==> src/rtl/ps2_host_cmd_if.sv <==
`default_nettype none
// ============================================================================
// Module   : ps2_host_cmd_if
// Brief    : Command handshake, PS/2 line and receiver signals of the
//            PS/2 host command sequencer, bundled for port connection.
// Revision : 1.0 - initial release
// ============================================================================
interface ps2_host_cmd_if;
  logic       cmd_valid;
  logic       cmd_ready;
  logic [7:0] cmd_byte;
  logic       cmd_has_arg;
  logic [7:0] cmd_arg;
  logic       ps2_clk_in;
  logic       ps2_data_in;
  logic       ps2_clk_oe;
  logic       ps2_data_oe;
  logic       rx_enable;
  logic       rx_valid;
  logic [7:0] rx_byte;
  logic       done;
  logic       err;
  logic [1:0] err_code;

  // Sequencer side
  modport slave (
    input  cmd_valid, cmd_byte, cmd_has_arg, cmd_arg,
    input  ps2_clk_in, ps2_data_in, rx_valid, rx_byte,
    output cmd_ready, ps2_clk_oe, ps2_data_oe, rx_enable, done, err, err_code
  );

  // Command issuer / line environment side
  modport master (
    output cmd_valid, cmd_byte, cmd_has_arg, cmd_arg,
    output ps2_clk_in, ps2_data_in, rx_valid, rx_byte,
    input  cmd_ready, ps2_clk_oe, ps2_data_oe, rx_enable, done, err, err_code
  );
endinterface
`default_nettype wire

==> src/rtl/ps2_host_cmd.sv <==
`default_nettype none
// ============================================================================
// Module   : ps2_host_cmd
// Brief    : PS/2 host-to-device command sequencer. Inhibits the bus,
//            issues request-to-send, clocks out one or two bytes under
//            device clocking, checks the line ack and collects FA/FE replies
//            with bounded resends.
// Revision : 1.0 - initial release
// ============================================================================
module ps2_host_cmd #(
  parameter int unsigned INHIBIT_CYCLES      = 5000,
  parameter int unsigned BIT_TIMEOUT_CYCLES  = 100000,
  parameter int unsigned RESP_TIMEOUT_CYCLES = 1000000,
  parameter int unsigned MAX_RETRY           = 2
) (
  input  logic          clk,
  input  logic          resetn,
  ps2_host_cmd_if.slave bus
);

  // One shared counter serves the inhibit window and both timeouts, so it is
  // sized for the largest of the three limits.
  localparam int unsigned c_MAX_AB = (INHIBIT_CYCLES > BIT_TIMEOUT_CYCLES) ?
                                     INHIBIT_CYCLES : BIT_TIMEOUT_CYCLES;
  localparam int unsigned c_MAX    = (c_MAX_AB > RESP_TIMEOUT_CYCLES) ?
                                     c_MAX_AB : RESP_TIMEOUT_CYCLES;
  localparam int c_CW = $clog2(c_MAX + 1);
  localparam int c_RW = $clog2(MAX_RETRY + 2);

  localparam logic [c_CW-1:0] c_CNT_ONE  = c_CW'(1);
  localparam logic [c_CW-1:0] c_INH_LAST = c_CW'(INHIBIT_CYCLES - 1);
  localparam logic [c_CW-1:0] c_BIT_LAST = c_CW'(BIT_TIMEOUT_CYCLES - 1);
  localparam logic [c_CW-1:0] c_RSP_LAST = c_CW'(RESP_TIMEOUT_CYCLES - 1);
  localparam logic [c_RW-1:0] c_RTY_MAX  = c_RW'(MAX_RETRY);
  localparam logic [c_RW-1:0] c_RTY_ONE  = c_RW'(1);

  typedef enum logic [2:0] {
    S_IDLE    = 3'd0,
    S_INHIBIT = 3'd1,
    S_RTS     = 3'd2,
    S_SEND    = 3'd3,
    S_LACK    = 3'd4,
    S_RESP    = 3'd5
  } state_t;

  state_t          r_state;
  logic [7:0]      r_cmd_byte;
  logic            r_has_arg;
  logic [7:0]      r_arg;
  logic            r_sel;
  logic [c_RW-1:0] r_retry;
  logic [c_CW-1:0] r_cnt;
  logic [3:0]      r_bitn;
  logic            r_prev;
  logic            r_cmd_ready;
  logic            r_clk_oe;
  logic            r_data_oe;
  logic            r_rx_en;
  logic            r_done;
  logic            r_err;
  logic [1:0]      r_err_code;

  logic            w_fall;
  logic [7:0]      w_cur;
  logic [9:0]      w_frame;
  logic            w_fail;
  logic [1:0]      w_code;

  assign w_fall  = r_prev & ~bus.ps2_clk_in;
  assign w_cur   = r_sel ? r_arg : r_cmd_byte;
  // Stop bit, odd parity, data LSB first
  assign w_frame = {1'b1, ~^w_cur, w_cur};

  // Decide whether the current cycle aborts the command, and why
  always_comb begin
    w_fail = 1'b0;
    w_code = 2'd0;
    case (r_state)
      S_SEND: begin
        if (!w_fall && r_cnt == c_BIT_LAST) begin
          w_fail = 1'b1;
          w_code = 2'd1;
        end
      end
      S_LACK: begin
        if (w_fall) begin
          if (bus.ps2_data_in) begin
            w_fail = 1'b1;
            w_code = 2'd2;
          end
        end else if (r_cnt == c_BIT_LAST) begin
          w_fail = 1'b1;
          w_code = 2'd1;
        end
      end
      S_RESP: begin
        // A byte arriving on the timeout cycle takes precedence
        if (bus.rx_valid) begin
          if ((bus.rx_byte == 8'hFE && r_retry >= c_RTY_MAX) ||
              (bus.rx_byte != 8'hFE && bus.rx_byte != 8'hFA)) begin
            w_fail = 1'b1;
            w_code = 2'd3;
          end
        end else if (r_cnt == c_RSP_LAST) begin
          w_fail = 1'b1;
          w_code = 2'd3;
        end
      end
      default: begin
        w_fail = 1'b0;
        w_code = 2'd0;
      end
    endcase
  end

  // Sequencer FSM with registered line drives and status pulses
  always_ff @(posedge clk) begin
    if (!resetn) begin
      r_state     <= S_IDLE;
      r_cmd_byte  <= 8'h00;
      r_has_arg   <= 1'b0;
      r_arg       <= 8'h00;
      r_sel       <= 1'b0;
      r_retry     <= '0;
      r_cnt       <= '0;
      r_bitn      <= 4'd0;
      r_prev      <= 1'b1;
      r_cmd_ready <= 1'b1;
      r_clk_oe    <= 1'b0;
      r_data_oe   <= 1'b0;
      r_rx_en     <= 1'b1;
      r_done      <= 1'b0;
      r_err       <= 1'b0;
      r_err_code  <= 2'd0;
    end else begin
      r_prev <= bus.ps2_clk_in;
      r_done <= 1'b0;
      r_err  <= 1'b0;
      if (w_fail) begin
        r_clk_oe    <= 1'b0;
        r_data_oe   <= 1'b0;
        r_err       <= 1'b1;
        r_err_code  <= w_code;
        r_cmd_ready <= 1'b1;
        r_rx_en     <= 1'b1;
        r_state     <= S_IDLE;
      end else begin
        case (r_state)
          S_IDLE: begin
            if (bus.cmd_valid && r_cmd_ready) begin
              r_cmd_byte  <= bus.cmd_byte;
              r_has_arg   <= bus.cmd_has_arg;
              r_arg       <= bus.cmd_arg;
              r_sel       <= 1'b0;
              r_retry     <= '0;
              r_cnt       <= '0;
              r_clk_oe    <= 1'b1;
              r_data_oe   <= 1'b0;
              r_rx_en     <= 1'b0;
              r_cmd_ready <= 1'b0;
              r_state     <= S_INHIBIT;
            end
          end
          S_INHIBIT: begin
            if (r_cnt == c_INH_LAST) begin
              r_data_oe <= 1'b1;
              r_state   <= S_RTS;
            end else begin
              r_cnt <= r_cnt + c_CNT_ONE;
            end
          end
          S_RTS: begin
            // Start bit stays driven; the device now owns the clock
            r_clk_oe <= 1'b0;
            r_cnt    <= '0;
            r_bitn   <= 4'd0;
            r_state  <= S_SEND;
          end
          S_SEND: begin
            if (w_fall) begin
              r_cnt     <= '0;
              r_data_oe <= ~w_frame[r_bitn];
              r_bitn    <= r_bitn + 4'd1;
              if (r_bitn == 4'd9) begin
                r_state <= S_LACK;
              end
            end else begin
              r_cnt <= r_cnt + c_CNT_ONE;
            end
          end
          S_LACK: begin
            if (w_fall) begin
              r_cnt   <= '0;
              r_rx_en <= 1'b1;
              r_state <= S_RESP;
            end else begin
              r_cnt <= r_cnt + c_CNT_ONE;
            end
          end
          S_RESP: begin
            if (bus.rx_valid) begin
              if (bus.rx_byte == 8'hFE) begin
                r_retry  <= r_retry + c_RTY_ONE;
                r_cnt    <= '0;
                r_clk_oe <= 1'b1;
                r_rx_en  <= 1'b0;
                r_state  <= S_INHIBIT;
              end else if (!r_sel && r_has_arg) begin
                r_sel    <= 1'b1;
                r_retry  <= '0;
                r_cnt    <= '0;
                r_clk_oe <= 1'b1;
                r_rx_en  <= 1'b0;
                r_state  <= S_INHIBIT;
              end else begin
                r_done      <= 1'b1;
                r_cmd_ready <= 1'b1;
                r_state     <= S_IDLE;
              end
            end else begin
              r_cnt <= r_cnt + c_CNT_ONE;
            end
          end
          default: begin
            r_state <= S_IDLE;
          end
        endcase
      end
    end
  end

  assign bus.cmd_ready   = r_cmd_ready;
  assign bus.ps2_clk_oe  = r_clk_oe;
  assign bus.ps2_data_oe = r_data_oe;
  assign bus.rx_enable   = r_rx_en;
  assign bus.done        = r_done;
  assign bus.err         = r_err;
  assign bus.err_code    = r_err_code;

endmodule
`default_nettype wire

==> src/flat_wrapper.sv <==
// flat-port wrapper written by rule: the top's interface ports become plain ports
module ps2_host_cmd_flat 
#(
  parameter int unsigned INHIBIT_CYCLES      = 5000,
  parameter int unsigned BIT_TIMEOUT_CYCLES  = 100000,
  parameter int unsigned RESP_TIMEOUT_CYCLES = 1000000,
  parameter int unsigned MAX_RETRY           = 2
)
  (clk, resetn, bus_cmd_valid, bus_cmd_byte, bus_cmd_has_arg, bus_cmd_arg, bus_ps2_clk_in, bus_ps2_data_in, bus_rx_valid, bus_rx_byte, bus_cmd_ready, bus_ps2_clk_oe, bus_ps2_data_oe, bus_rx_enable, bus_done, bus_err, bus_err_code);
  ps2_host_cmd_if bus_i ();
  input  logic clk;
  input  logic resetn;
  input wire logic [$bits(bus_i.cmd_valid)-1:0] bus_cmd_valid;
  input wire logic [$bits(bus_i.cmd_byte)-1:0] bus_cmd_byte;
  input wire logic [$bits(bus_i.cmd_has_arg)-1:0] bus_cmd_has_arg;
  input wire logic [$bits(bus_i.cmd_arg)-1:0] bus_cmd_arg;
  input wire logic [$bits(bus_i.ps2_clk_in)-1:0] bus_ps2_clk_in;
  input wire logic [$bits(bus_i.ps2_data_in)-1:0] bus_ps2_data_in;
  input wire logic [$bits(bus_i.rx_valid)-1:0] bus_rx_valid;
  input wire logic [$bits(bus_i.rx_byte)-1:0] bus_rx_byte;
  output wire logic [$bits(bus_i.cmd_ready)-1:0] bus_cmd_ready;
  output wire logic [$bits(bus_i.ps2_clk_oe)-1:0] bus_ps2_clk_oe;
  output wire logic [$bits(bus_i.ps2_data_oe)-1:0] bus_ps2_data_oe;
  output wire logic [$bits(bus_i.rx_enable)-1:0] bus_rx_enable;
  output wire logic [$bits(bus_i.done)-1:0] bus_done;
  output wire logic [$bits(bus_i.err)-1:0] bus_err;
  output wire logic [$bits(bus_i.err_code)-1:0] bus_err_code;
  assign bus_i.cmd_valid = bus_cmd_valid;
  assign bus_i.cmd_byte = bus_cmd_byte;
  assign bus_i.cmd_has_arg = bus_cmd_has_arg;
  assign bus_i.cmd_arg = bus_cmd_arg;
  assign bus_i.ps2_clk_in = bus_ps2_clk_in;
  assign bus_i.ps2_data_in = bus_ps2_data_in;
  assign bus_i.rx_valid = bus_rx_valid;
  assign bus_i.rx_byte = bus_rx_byte;
  assign bus_cmd_ready = bus_i.cmd_ready;
  assign bus_ps2_clk_oe = bus_i.ps2_clk_oe;
  assign bus_ps2_data_oe = bus_i.ps2_data_oe;
  assign bus_rx_enable = bus_i.rx_enable;
  assign bus_done = bus_i.done;
  assign bus_err = bus_i.err;
  assign bus_err_code = bus_i.err_code;
  ps2_host_cmd #(.INHIBIT_CYCLES(INHIBIT_CYCLES), .BIT_TIMEOUT_CYCLES(BIT_TIMEOUT_CYCLES), .RESP_TIMEOUT_CYCLES(RESP_TIMEOUT_CYCLES), .MAX_RETRY(MAX_RETRY)) u_core (.clk(clk), .resetn(resetn), .bus(bus_i));
endmodule
==> config.mk <==
export PLATFORM = sky130hd
export DESIGN_NAME = ps2_host_cmd_flat
export DESIGN_NICKNAME = d
export VERILOG_FILES = /design/src/rtl/ps2_host_cmd_if.sv /design/src/rtl/ps2_host_cmd.sv /design/src/flat_wrapper.sv
export SDC_FILE = /design/constraint.sdc
export NUM_CORES = 1
export LEC_CHECK = 0
export ABC_CLOCK_PERIOD_IN_PS = 3700
export CELL_PAD_IN_SITES_DETAIL_PLACEMENT = 1
export CELL_PAD_IN_SITES_GLOBAL_PLACEMENT = 1
export CORE_UTILIZATION = 45
export CTS_CLUSTER_DIAMETER = 30
export DETAILED_ROUTE_END_ITERATION = 16
export PLACE_DENSITY = 0.88
export SYNTH_ARGS = -nofsm -noshare
export SYNTH_HDL_FRONTEND = slang
export SYNTH_SLANG_ARGS = --single-unit
==> constraint.sdc <==
create_clock -name clk -period 3.7 [get_ports clk]
set_input_delay 0.555 -clock clk [delete_from_list [all_inputs] [get_ports clk]]
set_output_delay 0.555 -clock clk [all_outputs]
set_load 0.005 [all_outputs]
==> impl_results.md, run 1 <==
* Outcome: completed
* Final worst slack at approximately 750 ps
* Vias per std cell at 6.23
* Grt ovf at 0
* Final instance area at approximately 3800 um2
* H-tree Lvls at 2
* Total wire length at 9.85 mm
* Post-synth cell types at 64
* Clock skew at 3.32 ps
* Syn_area_per_cell at slightly above 8 um2
* Slew headroom at between 50 and 60%
* Row cnt at 30
* Max Cap Violations at 0
* Post-DP HPWL at approximately 6.9 mm
* Die Area at 7600 um2
* Leak at about 1.4 nW
* Final Util at 55.3%
* Drt initial violations at 113
* Clk sinks at 56
* Seq/Total Area, Yosys at roughly 34%
* Hold buffer count at CTS at 0
* Fin crit share at 79.7%
* Vias at between 3,000 and 4,000
* Initial antenna violation count at 0
* Max stage delay on crit path at slightly above 500 ps
* Crit. End Element: flop
* Post_cts resized at 0
* CP Class: input port to flop
* Core Area at about 6900 um2
* Commonest non-fill, non-tap cell in the layout: dfxtp_1
* Final setup fails at 0
* Syn nets at 435
* Power density cells at about 330 nW/um2
* Antenna diode count at 0
* Delay-heaviest family, CP: simple AND/OR/NAND/NOR gates
* Clk_lat worst skew at a little over 300 ps
* CTS tree: yes
* CP required at 3890 ps
* Total CTS buffers at 5
* Yosys warns at 0
* Area leader, netlist: dfxtp_1
* Worst min path class: flop to flop
* Synthesized cell area at roughly 3300 um2
* Buffers on Ports at 38
* Post-route antenna net violation count at 0
* Peak supply drop at between 0.1 and 0.15 mV
* Critical Path Fanout Max at 13
* Post-synth EDFFs at 0
* Initial DRT Pass Iterations at 4
* Initial cell density of the core at 47.3%
* Slew Viols, Final at 0
* TNS Setup at 0 ps
* Clock Pin Slew Worst Setup and Hold Paths at 110 ps
* Die Y at ~87 um
* DIE WIDTH at around 87 um
* Max Freq at between 0.3 and 0.4 GHz
* DP Area at 3710 um2
* # Post-CTS Setup Buffers at 0
* Hold_ws at around 470 ps
* Highest-delay cell along the critical path: clkdlybuf4s50_1
* Worst path cell trace: clkdlybuf4s50_1, or4b_1, nor4_1, a41oi_2, nand3_2, or3_1, buf_4, o41ai_1
* Most frequent cells in the layout: dfxtp_1 (56), nand2_1 (55), clkdlybuf4s50_1 (38), a21oi_1 (36), nor2_1 (34)
* GRT Util Overall at between 20% and 30%
* Pre-CTS WS at approximately 430 ps
* Synth top area cells: dfxtp_1 (34%), nand2_1 (6.3%), a21oi_1 (5.5%), o311ai_0 (4.6%), nor2_1 (3.9%)
* RD Place Congestion at around 0.86
* Largest net degree at the start of global routing at 29
* Crit path launch type: input port
* Max Buffers Root-to-Sink at 2
* Routed WL per cell at 18.8 um
* P&R area growth vs syn at 17.0%
* RSZ-0062 raised after global routing: no
* First-pass GRT wire length at about 16 mm
* Syn Inst Count at 400
* Fraction of layout cells with a size suffix above 1 at between 8 and 9%
* Layout net count at between 400 and 500
* Top cell type's share of synthesized area at ~34%
* Data arrival, critical path at 3140 ps
* Vias in the first global route at 3,280
* Asr flop ratio synth at 0%
* Measured slew at the worst slew-check pin at between 700 and 800 ps
* Yosys reg bits at 56
* Top FF cell, synth: dfxtp_1
* Hold Vio Cnt, Final at 0
* # IOs at 39
* Crit path time final at 2950 ps
* CP bufs+invs at 2
* DRC Markers at 0
* Root Buffer Master: clkbuf_8
-- metal layers --
layer,vias to the layer above,track usage (%),share of wire [%]
li1,1545,-,-
met1,1644,35.4,45
met4,0,6.41,1.1
met5,-,0,0
met3,12,4.27,3.5
met2,72,48.7,51
-- Yosys cell counts, drive strengths merged, types with 2 or more instances --
| master | count |
|---|---|
| a211oi | 2 |
| a21o | 3 |
| a21oi | 36 |
| a31oi | 6 |
| a41oi | 2 |
| and2 | 6 |
| and3 | 3 |
| and4 | 3 |
| buf | 6 |
| clkbuf | 21 |
| dfxtp | 56 |
| ha | 4 |
| inv | 9 |
| mux2i | 7 |
| mux4 | 4 |
| nand2 | 55 |
| nand2b | 6 |
| nand3 | 10 |
| nand3b | 6 |
| nand4 | 10 |
| nor2 | 34 |
| nor2b | 3 |
| nor3 | 13 |
| nor4 | 4 |
| nor4b | 3 |
| o211ai | 2 |
| o21ai | 19 |
| o311ai | 17 |
| o31ai | 3 |
| o41ai | 12 |
| or2 | 2 |
| or3 | 2 |
| or3b | 2 |
| or4b | 3 |
| xnor2 | 3 |
| xor2 | 8 |
-- worst paths after layout --
check	slack, ps	from	end	depth (start not counted)
hold reg to reg	470	u_core.bus.err_code[1]	u_core.bus.err_code[1]	1
setup / recovery	750	bus_rx_valid	u_core.r_cnt[3]	8
setup reg to reg	940	u_core.r_state[1]	u_core.r_cnt[19]	7
hold / removal	470	u_core.bus.err_code[1]	u_core.bus.err_code[1]	1
-- per-stage QoR --
stage | cells | total power [mW]
4_1_cts | 525 | 1.27
2_1_floorplan | 400 | 0.775
3_5_place_dp | 517 | 0.857
6_report | 525 | 1.27
3_3_place_gp | 517 | 0.845
5_1_grt | 525 | 1.32
-- state kept, by name (all words and copies together) (netlist names), 2 cells and up --
register / flops
u_core.r_cmd_byte: 8
u_core.r_arg: 8
u_core.r_retry: 2
u_core.r_state: 3
u_core.r_bitn: 4
u_core.r_cnt: 20
u_core.bus.err_code: 2
-- power by group --
group	internal, mW	switching [mW]
Combinational	0.0925	0.115
Sequential	0.621	0.0186
Clock	0.201	0.220
Total	0.915	0.354
-- cell type report --
class / count / area, um2
clock buffer: 5 / 68.8
timing repair buffer: 48 / 455
sequential: 56 / 1120
tap: 96 / 120
multi-input combinational: 307 / 1980
fill: 883 / 3080
clock inverter: 3 / 42.5
inverter: 10 / 37.5
-- kinds of logic after synthesis --
| logic type | after synthesis | synth area share (%) |
|---|---|---|
| flip-flops | 56 | 34.3 |
| multiplexers | 11 | 4.90 |
| adder cells (fa/ha/maj) | 4 | 1.53 |
| AO/OA/AOI/OAI | 111 | 24.3 |
| AND/OR/NAND/NOR | 170 | 26.7 |
| XOR/XNOR | 11 | 2.95 |
| buffers and inverters | 37 | 5.33 |
No activity file was read; power rests on OpenSTA's default activity.
==> run 2, diff against run 1 <==
--- a/config.mk
+++ b/config.mk
@@ -5,13 +5,13 @@
 export SDC_FILE = /design/constraint.sdc
 export NUM_CORES = 1
 export LEC_CHECK = 0
-export ABC_CLOCK_PERIOD_IN_PS = 3700
+export ABC_CLOCK_PERIOD_IN_PS = 3000
 export CELL_PAD_IN_SITES_DETAIL_PLACEMENT = 1
 export CELL_PAD_IN_SITES_GLOBAL_PLACEMENT = 1
-export CORE_UTILIZATION = 45
+export CORE_UTILIZATION = 42
 export CTS_CLUSTER_DIAMETER = 30
 export DETAILED_ROUTE_END_ITERATION = 16
-export PLACE_DENSITY = 0.88
+export PLACE_DENSITY = 0.83
 export SYNTH_ARGS = -nofsm -noshare
 export SYNTH_HDL_FRONTEND = slang
 export SYNTH_SLANG_ARGS = --single-unit
==> constraint.sdc (replaced) <==
create_clock -name clk -period 3 [get_ports clk]
set_input_delay 0.45 -clock clk [delete_from_list [all_inputs] [get_ports clk]]
set_output_delay 0.45 -clock clk [all_outputs]
set_load 0.005 [all_outputs]
==> run 2 against run 1 <==
  * Clock-buffer cell count increased by 1
  * First-iteration DRC count increased by 38%
  * Global-route usage decreased by 3.9 points
  * Register-to-register slack got worse by 610 ps
  * Total power increased by 18%
  * Final area increased by 1.4%
  * Utilization decreased by 2.7 points
==> impl_results.md, run 2 (same netlist as run 1, synthesis figures left out) <==
* Hold path depth at 1 (unchanged)
* GRT Util Overall at 23.7% (-3.9 points)
* Clock skew at 5.56 ps (+2.24 ps)
* Core Area at 7370 um2 (+6.7%)
* Reg2Reg Setup Slack at 330 ps (-610 ps)
* FF+latch area at 1120 um2 (unchanged)
* Hold path startpoint: u_core.bus.err_code[1]
* RR Endpoint: u_core.r_cnt[6]
* Grt ovf at 0 (unchanged)
* Sw Share at 28.1% (+0.23 points)
* Total CTS buffers at 5 (unchanged)
* Fraction of layout cells with a size suffix above 1 at 10.1% (+1.3 points)
* Power density cells at 385 nW/um2 (+16%)
* Max stage delay on crit path at 690 ps (+180 ps)
* Hold buffer count at CTS at 0 (unchanged)
* Hold Vio Cnt, Final at 0 (unchanged)
* RSZ-0062 raised after global routing: no
* Initial DRT Pass Iterations at 4 (unchanged)
* DRC Markers at 0 (unchanged)
* P&R area growth vs syn at 18.7%
* Critical Path Fanout Max at 19 (+6)
* CTS tree: yes
* Clk sinks at 56 (unchanged)
* First-pass GRT wire length at 15.9 mm (-2.7%)
* Vias per std cell at 6.08 (-2.5%)
* Reg2reg path depth at 7 (unchanged)
* Clock power share at 30.0% (-3.2 points)
* Max Freq at ~0.37 GHz
* Gate power share at 17.0% (+0.7 points)
* Worst path cell trace: or3b_1, a21oi_1, or4b_4, nand3_2, or3_1, buf_12, o41ai_1
* Fin crit share at 88.9%
* Final setup fails at 0 (unchanged)
* Leak at 1.40 nW (+2.5%)
* RD Place Congestion at 0.825 (-4.3%)
* Max Cap Violations at 0 (unchanged)
* Vias in the first global route at 3,288 (+0.24%)
* Post-route antenna net violation count at 0 (unchanged)
* TNS Setup at 0 ps (unchanged)
* Peak supply drop at 0.231 mV (+55%)
* Outcome: completed
* H-tree Lvls at 2 (unchanged)
* Routed WL per cell at 17.6 um (-6.3%)
* Measured slew at the worst slew-check pin at 657 ps (-51.3 ps)
* Regs by FF count: u_core.r_cnt x20, u_core.r_arg x8, u_core.r_cmd_byte x8
* Data arrival, critical path at 2860 ps (-280 ps)
* # Post-CTS Setup Buffers at 0 (unchanged)
* Final instance area at 3880 um2 (+1.4%)
* Slew headroom at 56.1% (+3.4 points)
* Hold_ws at 471 ps (+5.18 ps)
* Clk_lat worst skew at 320 ps (about the same)
* Commonest non-fill, non-tap cell in the layout: dfxtp_1
* Worst Hold End: u_core.bus.err_code[1]
* Flop pwr share at 53.0% (+2.6 points)
* Overall power at 1.49 mW (+18%)
* RR Startpoint: u_core.r_state[1]
* Slew Viols, Final at 0 (unchanged)
* Post-DP HPWL at 6.95 mm (+0.49%)
* CP required at 3190 ps (-700 ps)
* # IOs at 39 (unchanged)
* Max Buffers Root-to-Sink at 2 (unchanged)
* FILL cells at 904 (+2.4%)
* Antenna diode count at 0 (unchanged)
* Die Y at 90.2 um (+3.4%)
* Footprint of the multi-input gates at 1980 um2 (unchanged)
* Drt initial violations at 156 (+38%)
* DIE WIDTH at 90.2 um (+3.4%)
* Crit path launch type: flop
* Max reg flops at 20 (unchanged)
* Vias at 3,245 (-0.86%)
* Largest net degree at the start of global routing at 29 (unchanged)
* Switching power at 419 uW (+19%)
* Crit. End Element: flop
* Worst min path class: flop to flop
* DP Area at 3780 um2 (+2.0%)
* Crit path time final at 2670 ps
* Die Area at 8130 um2 (+7.0%)
* Most frequent cells in the layout: dfxtp_1 (56), nand2_1 (55), clkdlybuf4s50_1 (38), a21oi_1 (36), nor2_1 (34)
* Highest-delay cell along the critical path: dfxtp_1
* Buffers on Ports at 38 (unchanged)
* Row cnt at 31 (+3.3%)
* Layout net count at 469 (+1.3%)
* Root Buffer Master: clkbuf_8
* Total wire length at 9.39 mm (-4.7%)
* Initial cell density of the core at 44.3% (-3.0 points)
* Post_cts resized at 0 (unchanged)
* Final worst slack at 333 ps (-417 ps)
* Pint at 1.07 mW (+17%)
* Pre-CTS WS at 150 ps (-280 ps)
* Largest Register: u_core.r_cnt
* CP Class: flop to flop
* Clock Pin Slew Worst Setup and Hold Paths at 100 ps (about the same)
* Initial antenna violation count at 0 (unchanged)
[run 2: per-stage QoR]
stage | instances | util [%]
floorplan | 400 | -
global placement | 526 | 51.4
detailed placement | 526 | 51.4
CTS | 534 | 52.6
global route | 534 | 52.6
finish | 534 | 52.6
[run 2: critical path, delay by kind of cell (launching register included)]
family	cells	cell delay, ps
and+or+nand+nor	4	1130
DFF	1	690
AOI/OAI and AO/OA	2	520
buffers and inverters	1	180
[run 2: power by group through the flow]
stage	registers (mW)	clock network [mW]	logic (mW)
after floorplan	0.799	0	0.157
after CTS	0.791	0.456	0.255
after detailed placement	0.808	0	0.254
after global routing	0.795	0.482	0.278
final	0.791	0.447	0.254
after global placement	0.807	0	0.244
[run 2: area by class of cell]
type	instances	area share (%)
multi-input combinational	307	51.0
sequential	56	28.9
timing repair buffer	54	13.6
tap	99	3.19
clock buffer	6	2.13
inverter	10	0.968
clock inverter	2	0.258
[run 2: metal layers]
metal  global-route usage, %  wire (um)  vias to the layer above
li1                        -          -                     1557
met1                    31.7       4330                     1604
met2                    39.6       4550                       73
met3                    3.64        408                       11
met4                    6.45        110                        0
met5                       0          0                        -
[run 2: worst max-delay path by stage]
stage | to | startpoint | slack, ps | cells after the start
final | u_core.r_cnt[6] | u_core.r_state[1] | 330 | 7
after CTS | u_core.r_cnt[6] | u_core.r_state[1] | 370 | 7
after detailed placement | u_core.r_cnt[6] | bus_rx_byte[6] | 150 | 8
after global routing | u_core.r_cnt[17] | u_core.r_cnt[4] | 190 | 6
after floorplan | u_core.r_cnt[14] | bus_rx_valid | 810 | 8
after global placement | u_core.r_cnt[7] | bus_rx_valid | 230 | 8
